$ cat src/rtl/umi_tile_router.sv
// Per-tile UMI router: steers network packets addressed to this tile into the tile,
// and forwards everything else (plus the tile's own TX traffic) to the next hop.
module umi_tile_router #(
  parameter int PW         = 256,
  parameter int DEST_LSB   = 224,
  parameter int DEST_WIDTH = 8
) (
  input  logic                  clk,
  input  logic                  rst,
  input  logic [DEST_WIDTH-1:0] tile_id,
  input  logic [PW-1:0]         net_in_packet,
  input  logic                  net_in_valid,
  output logic                  net_in_ready,
  input  logic [PW-1:0]         tile_tx_packet,
  input  logic                  tile_tx_valid,
  output logic                  tile_tx_ready,
  output logic [PW-1:0]         tile_rx_packet,
  output logic                  tile_rx_valid,
  input  logic                  tile_rx_ready,
  output logic [PW-1:0]         net_out_packet,
  output logic                  net_out_valid,
  input  logic                  net_out_ready
);

  logic [DEST_WIDTH-1:0] net_in_dest;
  logic                  net_in_local;
  logic                  rx_can_load;
  logic                  out_can_load;
  logic                  forward_req;
  logic                  net_in_granted;
  logic                  tile_tx_granted;
  logic                  rx_load;
  logic                  out_load_net;
  logic                  out_load_tx;
  logic                  rr;

  assign net_in_dest  = net_in_packet[DEST_LSB +: DEST_WIDTH];
  assign net_in_local = (net_in_dest == tile_id);

  // Grants are derived without looking at the requester's own valid, so tile_tx_ready
  // stays independent of tile_tx_valid; only the competing request can block a grant.
  always_comb begin
    rx_can_load     = !tile_rx_valid || tile_rx_ready;
    out_can_load    = !net_out_valid || net_out_ready;
    forward_req     = net_in_valid && !net_in_local;
    net_in_granted  = !(tile_tx_valid && rr);
    tile_tx_granted = !(forward_req && !rr);
    net_in_ready    = 1'b0;
    tile_tx_ready   = 1'b0;
    if (!rst) begin
      net_in_ready  = net_in_local ? rx_can_load : (out_can_load && net_in_granted);
      tile_tx_ready = out_can_load && tile_tx_granted;
    end
    rx_load      = net_in_valid && net_in_ready && net_in_local;
    out_load_net = net_in_valid && net_in_ready && !net_in_local;
    out_load_tx  = tile_tx_valid && tile_tx_ready;
  end

  always_ff @(posedge clk) begin
    if (rst) begin
      tile_rx_valid <= 1'b0;
      net_out_valid <= 1'b0;
      rr            <= 1'b0;
    end else begin
      if (rx_load)
        tile_rx_valid <= 1'b1;
      else if (tile_rx_ready)
        tile_rx_valid <= 1'b0;

      if (out_load_net || out_load_tx)
        net_out_valid <= 1'b1;
      else if (net_out_ready)
        net_out_valid <= 1'b0;

      if (out_load_net)
        rr <= 1'b1;
      else if (out_load_tx)
        rr <= 1'b0;
    end
  end

  // Packet registers carry no reset; the valid bits alone qualify them.
  always_ff @(posedge clk) begin
    if (rx_load)
      tile_rx_packet <= net_in_packet;
    if (out_load_net)
      net_out_packet <= net_in_packet;
    else if (out_load_tx)
      net_out_packet <= tile_tx_packet;
  end

`ifndef SYNTHESIS
  a_net_in_hold : assert property (@(posedge clk) disable iff (rst)
    (net_in_valid && !net_in_ready) |=> net_in_valid);
  a_tile_tx_hold : assert property (@(posedge clk) disable iff (rst)
    (tile_tx_valid && !tile_tx_ready) |=> tile_tx_valid);
`endif

endmodule

$ cat config.mk
export PLATFORM = sky130hd
export DESIGN_NAME = umi_tile_router
export DESIGN_NICKNAME = d
export VERILOG_FILES = /design/src/rtl/umi_tile_router.sv
export SDC_FILE = /design/constraint.sdc
export NUM_CORES = 1
export LEC_CHECK = 0
export CAP_MARGIN = 15
export CORE_AREA = 3 3 405 407
export CTS_CLUSTER_SIZE = 28
export DETAILED_ROUTE_END_ITERATION = 7
export DIE_AREA = 0 0 408 410
export PLACE_DENSITY_LB_ADDON = 0.12
export REMOVE_ABC_BUFFERS = 1
export SETUP_SLACK_MARGIN = 0.5
export SYNTH_ARGS = -nofsm -noshare
export SYNTH_HDL_FRONTEND = slang
export SYNTH_SLANG_ARGS = --single-unit
$ cat constraint.sdc
create_clock -name clk -period 46.4 [get_ports clk]
set_input_delay 9.28 -clock clk [delete_from_list [all_inputs] [get_ports clk]]
set_output_delay 9.28 -clock clk [all_outputs]
set_load 0.1 [all_outputs]
==> out/metrics.cfg <==
[status]
outcome = finished, final reports clean

[critical_path]
worst_setup_path_end_kind = output pin
crit_path_start_kind = input port
critPathKind = in -> out
reg2reg_setup_slack_ns = 42.32
cp.required_ns = 37.12
cp_max_fo = 4
critical_path_arrival_ns = 12.57

[layout]
nets = 2461
fin_util_pct = 21.16
final_layout_size_suffix_gt1_share_pct = 5.589
fillCellCount = 17060
finalNonFillerCells = 4155
area_growth_pct = 79.76

[drt]
ant_nets = 0
route.detailed.drc = 0
dr.pass1.iters = 4
drt-total-wl_um = 93850
vias = 12760
wl_per_cell_um = 22.59
via_per_inst = 3.070
drtIter0Drc = 566

[yosys]
synth_mux_area_share_pct = 15.25
yosys.area_share.adder_pct = 0
yosysTopAreaCellShare_pct = 81.33
yosysSeqAreaShare_pct = 81.65
yosysTopAreaCell = edfxtp_1
yosys.area_share.simple_pct = 0.3773
synth_xor_area_share_pct = 0.3707
synth.distinct_cells = 22
synthesis.area_mm2 = 0.01890
synth.avg_cell_area_um2 = 22.69
synth_area_leaders = edfxtp_1 81%, mux2_1 15%, buf_6 1.0%, buf_8 0.79%, xor2_1 0.37%
yosys_warnings = 0
syn_inst = 833
synth_top_family_by_area = multiplexers
synth_flop_cell = edfxtp_1
synth_compound_area_share_pct = 0.4766
synth_edf_count = 512
async_flop_share_pct = 0
ys_seq_elements = 515

[die]
die_area_mm2 = 0.1673
die_w_um = 408
die_y_um = 410
pin_count = 1042
start_util_pct = 11.77
fp-row-count = 147
coreArea_mm2 = 0.1606

[timing]
layout_worst_path_cycle_share_pct = 47.09
final_hold_viol_count = 0
fin_skew_ns = 0.01313
rsz0062_at_grt = no
maxSlewViolCount = 0
slew_headroom_pct = 17.84
min_period_ns = 21.85
finalSetupViolations = 0
tightest_slew_ns = 1.229
max_freq_mhz = 45.77
timing.setup.tns_ns = 0

[global_routing]
grtUsageTotal_pct = 10.86
grt-ovfl-total = 0
grt_pass1_vias = 14210
antenna_found_initial = 33
grt_pass1_wl_um = 125600
grt_max_degree = 67

[power]
p_per_area_mw_per_mm2 = 37.66
ir_worst_vdd_uv = 25.54
p_leak_nw = 11.08

[run]
max-cap-violations = 0

[place]
portBuffers = 1041
hpwl_um = 73930
dp.cells = 4023
gp_congestion = 0.8021

[clock_tree]
clock_tree.buffer_depth = 3
cts.sinks = 515
ctsResizeCount = 0
hold_buffers = 0
post_cts_buffers = 0
cts_buffers = 70
cts-root-buf = clkbuf_16
cts_htree_levels = 3
clkTransAtPathRegs_ns = 0.05
cts_tree = yes
worst_skew_pair.late_latency_ns = 0.64

[hold_path]
hold_path.class = reg -> reg

flip-flops by register name (all words and copies together), names as in the netlist:
name,cells
rr,1
tile_rx_valid,1
net_out_valid,1
tile_rx_packet,256
net_out_packet,256
path summary, 6_finish.rpt:
path                                          from            endpoint  cells after the start
worst max-delay path            net_in_packet[231]       tile_tx_ready                      6
worst min-delay path                 tile_rx_valid       tile_rx_valid                      2
worst max register to register       net_out_valid  net_out_packet[27]                      7
worst min register to register       tile_rx_valid       tile_rx_valid                      2
worst max-delay path, cell delays in order:
cell and delay, ns:
clkdlybuf4s50_1 0.52, xor2_1 0.19, or4_1 0.67, o21ai_0 0.58, o21a_1 0.19, clkdlybuf4s50_1 1.13
metrics by stage:
step	hold WS [ns]	worst slack (ns)	area [um2]	power [W]
floorplan	0.5067	16.77	18560	0.0006914
global placement	0.5635	24.56	31810	0.0007745
detailed placement	0.5609	24.50	31830	0.0007755
CTS	0.5692	24.49	33960	0.001315
global route	0.6086	24.44	33960	0.001337
finish	0.5721	24.55	33980	0.001280
layer usage:
layer | share of wire, % | track usage [%]
met3 | 11 | 5.181
met5 | 0.067 | 0
met4 | 2.2 | 3.072
met2 | 52 | 19.71
met1 | 35 | 11.02
area by class of cell:
cell class	count	area, um2	share of cell area (%)
antenna	9	22.52	0.06628
multi-input combinational	288	3131	9.213
clock buffer	93	1869	5.501
inverter	2	7.507	0.02209
sequential	515	15430	45.42
tap	2160	2703	7.953
clock inverter	30	260.3	0.7659
timing repair buffer	1058	10550	31.06
cell usage in the layout (no fill, tap or decap):
cell type	count
clkdlybuf4s50_1	1038
edfxtp_1	512
mux2_1	256
clkbuf_16	71
clkbuf_1	21
buf_4	19
clkinv_1	15
diode_2	9
xor2_1	8
clkinv_2	6
a21oi_1	4
bufinv_16	4
o21ai_0	3
inv_6	3
dfxtp_1	3
inv_1	2
or4_1	2
nor2b_1	2
nor2_1	2
nor4_1	2
nand3_1	2
a21boi_4	1
nand2b_1	1
nor3b_2	1
a2111oi_2	1
o21ai_4	1
o21a_1	1
o41ai_1	1
inv_16	1
clkbuf_8	1
clkinvlp_4	1
buf_12	1
kinds of logic (layout without fill, tap and decap cells):
| logic type | Yosys count | count (layout) |
|---|---|---|
| flip-flops | 515 | 515 |
| multiplexers | 256 | 256 |
| buffers and inverters | 30 | 1183 |
| AO/OA/AOI/OAI | 12 | 12 |
| AND/OR/NAND/NOR | 12 | 12 |
| XOR/XNOR | 8 | 8 |
| other | 0 | 9 |
power breakdown:
part	total [W]	internal (W)	switching, W
clock	0.000517	0.000305	0.000213
combinational	0.000225	0.0000751	0.000150
sequential	0.000538	0.000533	0.00000488
cell usage after synthesis, drive strengths merged (3+ instances only):
| cell | instances |
|---|---|
| dfxtp | 3 |
| buf | 28 |
| mux2 | 256 |
| edfxtp | 512 |
| a21oi | 4 |
| xor2 | 8 |
| o21ai | 4 |
Note: power is estimated with default switching activity, not from simulation.
